**config.mk**
```make
export PLATFORM = sky130hd
export DESIGN_NAME = am_align_ctrl
export DESIGN_NICKNAME = d
export VERILOG_FILES = /design/src/rtl/am_align_ctrl.sv
export SDC_FILE = /design/constraint.sdc
export NUM_CORES = 1
export LEC_CHECK = 0
export ABC_AREA = 1
export CORE_UTILIZATION = 51
export DETAILED_ROUTE_END_ITERATION = 16
export GPL_TIMING_DRIVEN = 0
export PLACE_DENSITY = 0.8
export SETUP_SLACK_MARGIN = 0.02
export SLEW_MARGIN = 10
export SYNTH_ARGS = -nofsm -noshare
export SYNTH_HDL_FRONTEND = slang
export SYNTH_SLANG_ARGS = --single-unit
```
**constraint.sdc**
```tcl
create_clock -name clk -period 4.85 [get_ports clk]
set_clock_uncertainty 0.1 [all_clocks]
set_input_delay 0.97 -clock clk [delete_from_list [all_inputs] [get_ports clk]]
set_output_delay 0.97 -clock clk [all_outputs]
set_load 0.02 [all_outputs]
```
**src/rtl/am_align_ctrl.sv**
```systemverilog
// Multi-lane alignment controller: validates the lane-ID permutation, measures
// marker skew, programs per-lane deskew delays and monitors alignment while locked.
module am_align_ctrl #(
    parameter int unsigned LANE_N   = 4,
    parameter int unsigned LANE_W   = $clog2(LANE_N),
    parameter int unsigned MAX_SKEW = 15,
    parameter int unsigned SKEW_W   = $clog2(MAX_SKEW + 1),
    parameter int unsigned BAD_N    = 3
) (
    input  logic                     clk,
    input  logic                     reset,
    input  logic                     valid_i,
    input  logic [LANE_N-1:0]        lock_v_i,
    input  logic [LANE_N-1:0]        am_v_i,
    input  logic [LANE_N*LANE_N-1:0] lane_id_i,
    output logic                     align_v_o,
    output logic [LANE_N*LANE_W-1:0] map_o,
    output logic [LANE_N*SKEW_W-1:0] delay_o,
    output logic                     restart_o
);

    localparam int unsigned CNT_W = SKEW_W + 1;
    localparam int unsigned BAD_W = $clog2(BAD_N + 1);

    typedef enum logic [1:0] {
        WAIT_LOCK,
        CHECK_MAP,
        DESKEW,
        ALIGNED
    } state_t;

    state_t                     state, state_nxt;
    logic                       align_nxt;
    logic [LANE_N*LANE_W-1:0]   map_nxt;
    logic [LANE_N*SKEW_W-1:0]   delay_nxt;
    logic                       restart_nxt;
    logic [BAD_W-1:0]           bad_cnt, bad_cnt_nxt;
    logic [CNT_W-1:0]           skew_cnt, skew_nxt;
    logic [LANE_N-1:0]          arrived, arrived_nxt;
    logic [LANE_N*SKEW_W-1:0]   offset, offset_nxt;

    logic                       lock_ok;
    logic [CNT_W-1:0]           skew_inc;
    logic                       round_done;
    logic                       round_bad;
    logic                       id_ok;
    logic                       id_onehot;
    logic [LANE_N-1:0]          id_or;
    logic [LANE_N*LANE_W-1:0]   map_enc;
    logic [SKEW_W-1:0]          max_off;
    logic [LANE_N*SKEW_W-1:0]   calc_delay;

    assign lock_ok  = valid_i && (&lock_v_i);
    // Saturates one past MAX_SKEW so the overflow compare never wraps.
    assign skew_inc = (skew_cnt > CNT_W'(MAX_SKEW)) ? skew_cnt : skew_cnt + CNT_W'(1);

    // Lane-ID permutation check and one-hot to binary encode.
    always_comb begin
        id_or     = '0;
        id_onehot = 1'b1;
        map_enc   = '0;
        for (int p = 0; p < LANE_N; p++) begin
            id_or = id_or | lane_id_i[p*LANE_N +: LANE_N];
            if ($countones(lane_id_i[p*LANE_N +: LANE_N]) != 1) begin
                id_onehot = 1'b0;
            end
            for (int l = 0; l < LANE_N; l++) begin
                if (lane_id_i[p*LANE_N + l]) begin
                    map_enc[p*LANE_W +: LANE_W] = LANE_W'(l);
                end
            end
        end
        id_ok = id_onehot && (&id_or);
    end

    // Delay per lane is the gap to the latest arrival of the finished round.
    always_comb begin
        max_off    = '0;
        calc_delay = '0;
        for (int p = 0; p < LANE_N; p++) begin
            if (offset[p*SKEW_W +: SKEW_W] > max_off) begin
                max_off = offset[p*SKEW_W +: SKEW_W];
            end
        end
        for (int p = 0; p < LANE_N; p++) begin
            calc_delay[p*SKEW_W +: SKEW_W] = max_off - offset[p*SKEW_W +: SKEW_W];
        end
    end

    // Next-state, round tracking and registered output values.
    always_comb begin
        state_nxt   = state;
        align_nxt   = align_v_o;
        map_nxt     = map_o;
        delay_nxt   = delay_o;
        restart_nxt = 1'b0;
        bad_cnt_nxt = bad_cnt;
        skew_nxt    = skew_cnt;
        arrived_nxt = arrived;
        offset_nxt  = offset;
        round_done  = 1'b0;
        round_bad   = 1'b0;

        // A completed round is evaluated one cycle after its last arrival;
        // markers in that cycle open the next round.
        if (&arrived) begin
            round_done  = 1'b1;
            arrived_nxt = am_v_i;
            skew_nxt    = '0;
            offset_nxt  = '0;
        end else if (|arrived) begin
            if ((|(am_v_i & arrived)) || (skew_inc > CNT_W'(MAX_SKEW))) begin
                round_bad   = 1'b1;
                arrived_nxt = '0;
                skew_nxt    = '0;
                offset_nxt  = '0;
            end else begin
                skew_nxt = skew_inc;
                for (int p = 0; p < LANE_N; p++) begin
                    if (am_v_i[p]) begin
                        offset_nxt[p*SKEW_W +: SKEW_W] = skew_inc[SKEW_W-1:0];
                    end
                end
                arrived_nxt = arrived | am_v_i;
            end
        end else begin
            arrived_nxt = am_v_i;
            skew_nxt    = '0;
            offset_nxt  = '0;
        end

        if ((state != WAIT_LOCK) && !lock_ok) begin
            state_nxt   = WAIT_LOCK;
            align_nxt   = 1'b0;
            bad_cnt_nxt = '0;
            arrived_nxt = '0;
            skew_nxt    = '0;
            offset_nxt  = '0;
        end else begin
            case (state)
                WAIT_LOCK: begin
                    align_nxt   = 1'b0;
                    bad_cnt_nxt = '0;
                    arrived_nxt = '0;
                    skew_nxt    = '0;
                    offset_nxt  = '0;
                    if (lock_ok) begin
                        state_nxt = CHECK_MAP;
                    end
                end
                CHECK_MAP: begin
                    arrived_nxt = '0;
                    skew_nxt    = '0;
                    offset_nxt  = '0;
                    if (id_ok) begin
                        map_nxt   = map_enc;
                        state_nxt = DESKEW;
                    end else begin
                        restart_nxt = 1'b1;
                        state_nxt   = WAIT_LOCK;
                    end
                end
                DESKEW: begin
                    if (round_done) begin
                        delay_nxt   = calc_delay;
                        align_nxt   = 1'b1;
                        bad_cnt_nxt = '0;
                        state_nxt   = ALIGNED;
                    end else if (round_bad) begin
                        restart_nxt = 1'b1;
                        state_nxt   = WAIT_LOCK;
                    end
                end
                ALIGNED: begin
                    if ((round_done && (calc_delay != delay_o)) || round_bad) begin
                        if (bad_cnt == BAD_W'(BAD_N - 1)) begin
                            restart_nxt = 1'b1;
                            align_nxt   = 1'b0;
                            bad_cnt_nxt = '0;
                            state_nxt   = WAIT_LOCK;
                            arrived_nxt = '0;
                            skew_nxt    = '0;
                            offset_nxt  = '0;
                        end else begin
                            bad_cnt_nxt = bad_cnt + BAD_W'(1);
                        end
                    end else if (round_done) begin
                        bad_cnt_nxt = '0;
                    end
                end
                default: begin
                    state_nxt = WAIT_LOCK;
                end
            endcase
        end
    end

    // State and output registers.
    always_ff @(posedge clk or posedge reset) begin
        if (reset) begin
            state     <= WAIT_LOCK;
            align_v_o <= 1'b0;
            map_o     <= '0;
            delay_o   <= '0;
            restart_o <= 1'b0;
            bad_cnt   <= '0;
            skew_cnt  <= '0;
            arrived   <= '0;
            offset    <= '0;
        end else begin
            state     <= state_nxt;
            align_v_o <= align_nxt;
            map_o     <= map_nxt;
            delay_o   <= delay_nxt;
            restart_o <= restart_nxt;
            bad_cnt   <= bad_cnt_nxt;
            skew_cnt  <= skew_nxt;
            arrived   <= arrived_nxt;
            offset    <= offset_nxt;
        end
    end

endmodule

```
; After elaboration in Yosys (flattened, before gate mapping)
; Cells that the tools add are included.
; Widths: inputs -> output; s select.
[classes]
addsub = 18
multipliers = 0
div = 0
order_cmp = 6
n_eq_ne = 14
shift = 0
n_mux = 75
n_bitwise = 6
n_reduce_logical = 20
[ops]
columns = cell, n
row1 = $mux 16, 6
row2 = $mux 4, 14
row3 = $mux 2, 19
row4 = $mux 5, 7
row5 = $pmux 16 s2, 1
row6 = $mux 1, 22
row7 = $reduce_and 4->1, 5
row8 = $add 1x1->2, 8
row9 = $ne 16x16->1, 1
row10 = $or 4x4->4, 4
row11 = $sub 4x4->4, 4
row12 = $add 2x2->3, 4
row13 = $gt 4x4->1, 3
row14 = $ne 3x1->1 const B, 4
row15 = $ne 3x3->1 const B, 4
row16 = $gt 5x4->1 const B, 2
row17 = $pmux 5 s2, 1
row18 = $pmux 2 s4, 1
row19 = $pmux 4 s2, 1
row20 = $reduce_or 4->1, 2
row21 = $eq 2x2->1 const B, 3
row22 = $pmux 1 s3, 2
row23 = $pmux 2 s3, 1
row24 = $reduce_and 3->1, 2
row25 = 14 further kinds, 18
[word_totals]
regBits = 55
latch_bits = 0
ram_bits = 0
mem_bits_ro = 0
inputBits = 27
output_inout_bits = 26
elab_cells = 148
mem_count = 0

; Logic depth before layout (Yosys ltp)
; Gate-level depths: netlist (run 1).
[logic_depth]
ltp_word = 15
ltp_mapped = 43
mapped_depth_nobuf = 43

; Least setup slack after synthesis (run 1)
; No wires, ideal clock.
[synth_path]
path_kind = register to register
from = reg offset[1]
to = reg skew_cnt[0]
setup_ns = 0.072
arrival_time_ns = 5.044
required_time_ns = 4.678
setup_slack_ns = -0.366
path_stages_with_launch = 39
path_buffers = 1
period_less_slack_ns = 5.216
cell_sequence = dfrtp_1 inv_1 ha_1 nand2_1 nand2_1 nand2_1 nand2_2 nand2_4 o21ai_0 ha_1 inv_1 nor2_1 o21ai_1 nand2_1 nand2_4 nand2_1 o21ai_0 ha_1 [... 3 more ...] inv_1 o21ai_0 ha_1 fa_1 nand2_1 inv_1 nor4_1 nand4_1 nor2_1 nand2_1 nor2_2 nand3_2 nand2_4 o21bai_2 nand2_2 nand2_2 buf_6 nor2_2
[synth_between]
elab_chain_cells = 15
elab_cells_between_ends = 18
classes_between = add/sub (4) / order compare (4) / eq/ne (1) / mux (7) / reduce/logical (2)
[synth_lines]
columns = item, line
row1 = "start, declared", 40  ; logic [LANE_N*SKEW_W-1:0] offset, offset_nxt;
row2 = "start signal, assigned", 219  ; offset <= offset_nxt;
row3 = $gt 4x1->1, 81  ; if (offset[p*SKEW_W +: SKEW_W] > max_off) begin
row4 = $mux 4, 81
row5 = $gt 4x4->1, 81
row6 = $mux 4, 81
row7 = $gt 4x4->1, 81
row8 = $mux 4, 81
row9 = $gt 4x4->1, 81
row10 = $mux 4, 81
row11 = $sub 4x4->4, 86  ; calc_delay[p*SKEW_W +: SKEW_W] = max_off - offset[p*SKEW_W +: SKEW_W];
row12 = $ne 16x16->1 *, 175  ; if ((round_done && (calc_delay != delay_o)) || round_bad) begin
row13 = $logic_and 1x1->1 *, 175
row14 = $logic_or 1x1->1 *, 175
row15 = $mux 5 *, 175
row16 = $pmux 5 s2 *, 140  ; case (state)
row17 = $mux 5 *, 132  ; if ((state != WAIT_LOCK) && !lock_ok) begin
row18 = via skew_nxt[0], 38  ; logic [CNT_W-1:0] skew_cnt, skew_nxt;
row19 = "end signal, assigned", 217  ; skew_cnt <= skew_nxt;
row20 = "end, declared", 38
; Mark *: on every way through the listed nets, which the timed path passes. The rest lies on a longest branch.
; A chain may end at the register's enable or synchronous reset.

; Worst setup path after layout (run 1)
[layout_path]
from = reg offset[4]
to = reg offset[1]
[layout_between]
elab_chain_cells = 13
elab_cells_between_ends = 16
classes_between = add/sub (4) / order compare (3) / eq/ne (1) / mux (6) / reduce/logical (2)
[layout_lines]
columns = item, line
row1 = $gt 4x4->1, 81
row2 = $mux 4, 81
row3 = $gt 4x4->1, 81
row4 = $mux 4, 81
row5 = $gt 4x4->1, 81
row6 = $mux 4, 81
row7 = $sub 4x4->4, 86
row8 = $ne 16x16->1 *, 175
row9 = $logic_and 1x1->1 *, 175
row10 = $logic_or 1x1->1 *, 175
row11 = $mux 16 *, 175
row12 = $pmux 16 s2 *, 140
row13 = $mux 16 *, 132
row14 = via offset_nxt[1], 40
; Marks and branches as above.

==> impl_metrics.csv, run 1 <==
group,metric,value,unit
power,ir_drop,102,uV
critical_path,cp-start-kind,"flop",
detailed_routing,drt_iter0_drc,303,
hold_path,hp-class,"reg -> reg",
global_route,grt_max_degree,30,
global_route,antenna_found_initial,0,
logic_synthesis,synthCells,525,
global_route,grt_util_all_layers,26.5,%
logic_synthesis,async_reset_ff_share,100,%
clock_network,cts_max_level,2,
finish,syn2layout_area_growth,37.6,%
critical_path,cp_common_cell,"nand2_2",
logic_synthesis,synthTopCellsByCount,"nand2_1 (103), inv_1 (97), dfrtp_1 (55), o21ai_0 (55), ha_1 (33)",
critical_path,path_class,"reg -> reg",
global_route,busiest_layer,"met2",
placed_design,dpl.hpwl,7.45,mm
detailed_routing,antenna_left,0,
finish,diodes,0,
global_route,grt_pass1_wl,17.6,mm
floorplan,core,7730,um^2
logic_synthesis,synth-seq-cells,55,
logic_synthesis,netlist_area,4090,um^2
floorplan,floorplan.initialDensity,52.9,%
clock_network,clock_sinks,55,
timing,tightest_slew,0.834,ns
logic_synthesis,synth-adder-area-share,14.0,%
floorplan,fp.dieArea,8380,um^2
logic_synthesis,yosys_warnings,0,
global_route,grt-ovfl-total,0,
critical_path,crit_start,"offset[4]",
clock_network,cts_buffers,5,
logic_synthesis,synth_top_cell_by_area,"dfrtp_1",
critical_path,worstPathArrival,5.83,ns
outcome,violations,"negative setup slack",
critical_path,r2r_cells,42,
timing,setup_violations,30,
power,p_leak,2.71,nW
global_route,grt_pass1_vias,3916,
logic_synthesis,synthMuxAreaShare,0.979,%
clock_network,cts_root_buf,"clkbuf_8",
floorplan,ios,53,
logic_synthesis,synth_top_family_by_area,"simple AND/OR/NAND/NOR gates",
critical_path,endpoint,"offset[1]",
logic_synthesis,seq_area_frac_synth,33.7,%
finish,drive_above_1_share,25.2,%
detailed_routing,wl_per_cell,16.5,um
logic_synthesis,synthSimpleGateAreaFrac,26.3,%
timing,fmax,176,MHz
placed_design,dpl_worst_slack,-0.787,ns
logic_synthesis,synth.most_common_cell,"nand2_1",
finish,layout.nets,686,
timing,drv_slew,0,
finish,multi_input_area,2740,um^2
placed_design,portBuffers,52,
detailed_routing,wl,11.9,mm
finish,finalNonFillerCells,720,
detailed_routing,routed-via-count,4081,
logic_synthesis,syn_avg_cell_area,7.79,um^2
timing,setup_ws,-0.834,ns
critical_path,r2r-end,"offset[1]",
critical_path,r2r_start,"offset[4]",
clock_network,tritoncts,"built",
critical_path,worstPathMaxFanout,8,
critical_path,reg2reg_setup_slack,-0.83,ns
floorplan,floorplan.rows,32,
logic_synthesis,synth_cell_types,40,
timing,slew_headroom,43.7,%
finish,fillerInstances,523,
power,power_density,163,nW/um^2
logic_synthesis,synth-xor-area-share,3.86,%
clock_network,clockBufferDepth,2,
outcome,outcome,"complete, but fails checks",
logic_synthesis,synth_top_flop_cell,"dfrtp_1",
finish,seq_area,1380,um^2
flow_run,maxCapViolCount,0,
logic_synthesis,synth_area_leaders,"dfrtp_1 (34%), ha_1 (10%), nand2_1 (9.5%)",
clock_network,clkTransAtPathRegs,0.11,ns
timing,rsz0062_at_grt,"yes",
clock_network,clkLatencyLatePin,0.31,ns
detailed_routing,avgViaCountPerCell,5.67,
placed_design,gpl.final_weighted_congestion,0.867,
critical_path,cp_data_required_time,5.00,ns
critical_path,worst_path_max_delay_cell,"dfrtp_1",
global_route,grt.met2_usage,49.6,%
logic_synthesis,synth_top_area_share,33.7,%
detailed_routing,firstDrtPassIters,5,
timing,post-route-period-util,117,%
critical_path,max_stage_delay,0.40,ns
floorplan,die_w,91.5,um
global_route,met3_usage,3.52,%
critical_path,worst_setup_path_end_kind,"flop",
logic_synthesis,synth_compound_area_share,10.8,%
timing,hold_viol,0,
logic_synthesis,synth_nets,593,
detailed_routing,route.detailed.drc,0,
floorplan,die_h,91.5,um
placed_design,dp_cells,680,
logic_synthesis,synth-edff-count,0,
timing,period_needed,5.68,ns
global_route,grt_use_met1,29.9,%
-- cell families after synthesis --
logic type               after synthesis
AO/OA/AOI/OAI                         82
XOR/XNOR                              18
adder cells (fa/ha/maj)               41
buffers and inverters                107
flip-flops                            55
multiplexers                           4
other                                  1
AND/OR/NAND/NOR                      217
-- state kept, by name, summed over array words and instances (netlist names), 2 cells and up --
name / flops
skew_cnt: 5
delay_o: 16
offset: 16
arrived: 4
state: 2
bad_cnt: 2
map_o: 8
-- where the power goes --
| part | leakage, nW | switching (mW) | total [mW] | internal, mW |
|---|---|---|---|---|
| combinational | 1.93 | 0.0797 | 0.140 | 0.0602 |
| sequential | 0.719 | 0.00673 | 0.473 | 0.467 |
| clock | 0.0513 | 0.152 | 0.304 | 0.152 |
| total | 2.71 | 0.239 | 0.917 | 0.679 |
-- per-layer routing --
layer | part of all wire, % | vias to the layer above
met1 | 38 | 1952
met5 | 0 | -
li1 | - | 1873
met2 | 52 | 201
met3 | 5.1 | 55
met4 | 5.1 | 0
-- worst max-delay path: cells and delay by family, from the launching register on --
family,cells,cell delay [ns]
AO/OA/AOI/OAI,8,0.91
flip-flops,1,0.40
AND/OR/NAND/NOR,23,2.26
buffers and inverters,6,0.59
adder cells (fa/ha/maj),4,1.15
XOR/XNOR,1,0.18
-- area by class of cell --
class	instances	share of cell area (%)
plain buffers	6	1.00
clock buffers	6	1.29
clock inverters	1	0.534
inverters	100	6.72
multi-input cells	363	48.7
flip-flops and latches	55	24.5
well taps	102	2.27
repair buffers	87	15.0
-- worst min path at each step --
| stage | startpoint | to | depth (start not counted) | slack [ns] |
|---|---|---|---|---|
| after floorplan | bad_cnt[0] | bad_cnt[0] | 2 | 0.41 |
| after global placement | align_v_o | align_v_o | 2 | 0.36 |
| after detailed placement | align_v_o | align_v_o | 2 | 0.36 |
| after CTS | align_v_o | align_v_o | 2 | 0.38 |
| after global routing | align_v_o | align_v_o | 2 | 0.40 |
| final | align_v_o | align_v_o | 2 | 0.38 |
-- cell usage in the layout (no fill, tap or decap), types with 3 or more instances in the layout --
cell,instances
nand2_1,88
inv_1,87
dfrtp_1,53
clkdlybuf4s50_1,52
o21ai_0,45
buf_4,29
nand3_1,25
nor2_2,21
nor2_1,20
ha_1,18
nand2_2,12
inv_2,12
ha_4,12
xor2_1,11
nand2_4,10
nand3_2,7
nand4_1,7
a21oi_1,6
xnor2_1,6
o21ai_4,6
fa_1,6
o21ai_2,5
nor3_1,5
nor4_1,5
clkbuf_8,5
a21oi_2,4
clkbuf_1,4
o31ai_1,4
mux2i_1,4
nand3_4,3
buf_12,3
ha_2,3
buf_6,3
-- metrics by stage --
| step | setup TNS, ns | util (%) | total power [mW] | hold slack (ns) | instance area (um^2) |
|---|---|---|---|---|---|
| final | -23.20 | 72.8 | 0.917 | 0.376 | 5630 |
| after detailed placement | -21.90 | 62.2 | 0.614 | 0.363 | 4810 |
| after floorplan | -0.709 | - | 0.557 | 0.405 | 4140 |
| after global placement | -17.90 | 62.0 | 0.606 | 0.364 | 4790 |
| after global routing | -33.19 | 72.8 | 0.958 | 0.403 | 5630 |
| after CTS | -13.46 | 68.8 | 0.923 | 0.380 | 5320 |
-- repair_timing --
action,in CTS,in global routing
endpoints found under the hold margin,0,0
gates resized for setup,48,45
gates cloned,1,1
setup buffers,25,7
hold buffers,0,0
endpoints found under the setup margin,31,32
pin swaps,15,12
Note: power is estimated with default switching activity, not from simulation.
==> run 2: changes to the inputs <==
Settings changed: CAP_MARGIN set to 20, SLEW_MARGIN 10 to not set.
==> results of run 2 <==
Final layout, timing and power as in run 1 (identical DEF).
==> run 3: changes to the inputs <==
Settings changed: CORE_MARGIN set to 2, CTS_CLUSTER_SIZE set to 20.
==> impl_metrics.csv, run 3 (same netlist as run 1, synthesis figures left out) <==
group,metric,value,unit
outcome,outcome,"complete, but fails checks",
outcome,violations,"negative setup slack",
placed_design,place_area,4810,um^2
global_route,grt_max_degree,33,
finish,drive_above_1_share,26.2,%
detailed_routing,drt_iter0_drc,375,
critical_path,max_stage_delay,0.40,ns
detailed_routing,route.detailed.drc,0,
flow_run,maxCapViolCount,0,
finish,diodes,0,
finish,fillerInstances,489,
clock_network,clkLatencyLatePin,0.33,ns
clock_network,clock_sinks,55,
floorplan,ios,53,
detailed_routing,antenna_left,0,
critical_path,worst_path_max_delay_cell,"dfrtp_1",
critical_path,worst_setup_path_end_kind,"flop",
clock_network,cts_max_level,2,
clock_network,cts_root_buf,"clkbuf_8",
detailed_routing,avgViaCountPerCell,5.75,
timing,post-route-period-util,119,%
placed_design,dpl.hpwl,7.38,mm
critical_path,cp_data_required_time,4.99,ns
power,p_leak,2.74,nW
critical_path,worstPathMaxFanout,8,
clock_network,clkTransAtPathRegs,0.12,ns
timing,slew_headroom,45.0,%
placed_design,gpl.final_weighted_congestion,0.899,
hold_path,hp-class,"reg -> reg",
timing,rsz0062_at_grt,"yes",
timing,period_needed,5.76,ns
floorplan,fp.dieArea,8750,um^2
finish,layout_commonest_cell,"nand2_1",
finish,multi_input_area,2830,um^2
timing,final.setup.tns,-24.85,ns
timing,setup_ws,-0.907,ns
power,ir_drop,112,uV
timing,fmax,174,MHz
floorplan,die_w,93.5,um
finish,top_regs,"delay_o (16), offset (16), map_o (8)",
timing,hold_viol,0,
power,power_density,159,nW/um^2
finish,mostFrequentLayoutCells,"nand2_1 (90), inv_1 (87), dfrtp_1 (53)",
floorplan,floorplan.rows,32,
detailed_routing,firstDrtPassIters,5,
floorplan,core,7730,um^2
global_route,grt-ovfl-total,0,
timing,tightest_slew,0.814,ns
finish,design_area,5760,um^2
detailed_routing,wl_per_cell,17.7,um
finish,layout.nets,693,
critical_path,cp-start-kind,"flop",
critical_path,cp_common_cell,"nand2_1",
critical_path,worstPathArrival,5.90,ns
clock_network,cts_buffers,5,
detailed_routing,wl,12.9,mm
global_route,antenna_found_initial,0,
finish,seq_area,1380,um^2
clock_network,clockBufferDepth,2,
floorplan,die_h,93.5,um
global_route,grt_pass1_vias,3958,
critical_path,path_class,"reg -> reg",
timing,setup_violations,30,
global_route,grt_pass1_wl,17.8,mm
finish,syn2layout_area_growth,40.9,%
clock_network,tritoncts,"built",
placed_design,portBuffers,52,
timing,drv_slew,0,
detailed_routing,routed-via-count,4183,
finish,final_util,74.5,%
global_route,grt_util_all_layers,25.8,%
floorplan,floorplan.initialDensity,52.9,%
[run 3: worst max-delay path, delay by kind of cell, from the launching register on]
| family | cells | cell delay, ns |
|---|---|---|
| simple gates | 19 | 1.69 |
| compound gates | 9 | 1.40 |
| fa+ha+maj | 4 | 1.04 |
| buf+inv | 8 | 0.75 |
| flops | 1 | 0.40 |
| xor+xnor | 1 | 0.24 |
[run 3: worst paths after layout]
check                          start  cells past startpoint  slack, ns          to
min                        align_v_o                      2       0.40   align_v_o
max                        offset[3]                     41      -0.91  bad_cnt[1]
min in group asynchronous      reset                      2       0.90  bad_cnt[0]
min reg2reg                align_v_o                      2       0.40   align_v_o
max in group asynchronous      reset                      3       3.18   offset[7]
max reg2reg                offset[3]                     41      -0.91  bad_cnt[1]
[run 3: power breakdown]
part	internal (mW)	total, mW	switching [mW]
Clock	0.121	0.301	0.180
Combinational	0.0596	0.143	0.0829
Sequential	0.467	0.473	0.00681
[run 3: final cells by class]
class / instances / area share (%)
multi-input combinational: 363 / 49.1
sequential: 55 / 23.9
timing repair buffer: 93 / 15.4
inverter: 100 / 6.60
tap: 102 / 2.22
clock buffer: 6 / 1.43
buffer: 7 / 0.956
clock inverter: 2 / 0.348
[run 3: metrics by stage]
| step | total power [mW] | setup WS (ns) | std cells | hold slack [ns] |
|---|---|---|---|---|
| 2_1_floorplan | 0.557 | -0.0383 | 525 | 0.405 |
| 3_3_place_gp | 0.606 | -0.624 | 679 | 0.365 |
| 3_5_place_dp | 0.613 | -0.731 | 680 | 0.375 |
| 4_1_cts | 0.904 | -0.453 | 718 | 0.401 |
| 5_1_grt | 0.948 | -1.16 | 728 | 0.427 |
| 6_report | 0.917 | -0.907 | 728 | 0.404 |
[run 3: metal layers]
metal / up-vias / wire length [um] / share of wire (%) / track usage [%]
met1: 1995 / 4660 / 36 / 28.6
li1: 1895 / - / - / -
met3: 66 / 767 / 5.9 / 3.79
met5: - / 0 / 0 / 0
met4: 0 / 729 / 5.7 / 12.7
met2: 227 / 6750 / 52 / 47.8
[run 3: timing repair]
item	4_1_cts	5_1_grt
hold buffers	0	0
cloned	1	1
resized for setup	40	66
buffers inserted	29	9
pin swaps	8	7
endpoints found under the setup margin	30	34
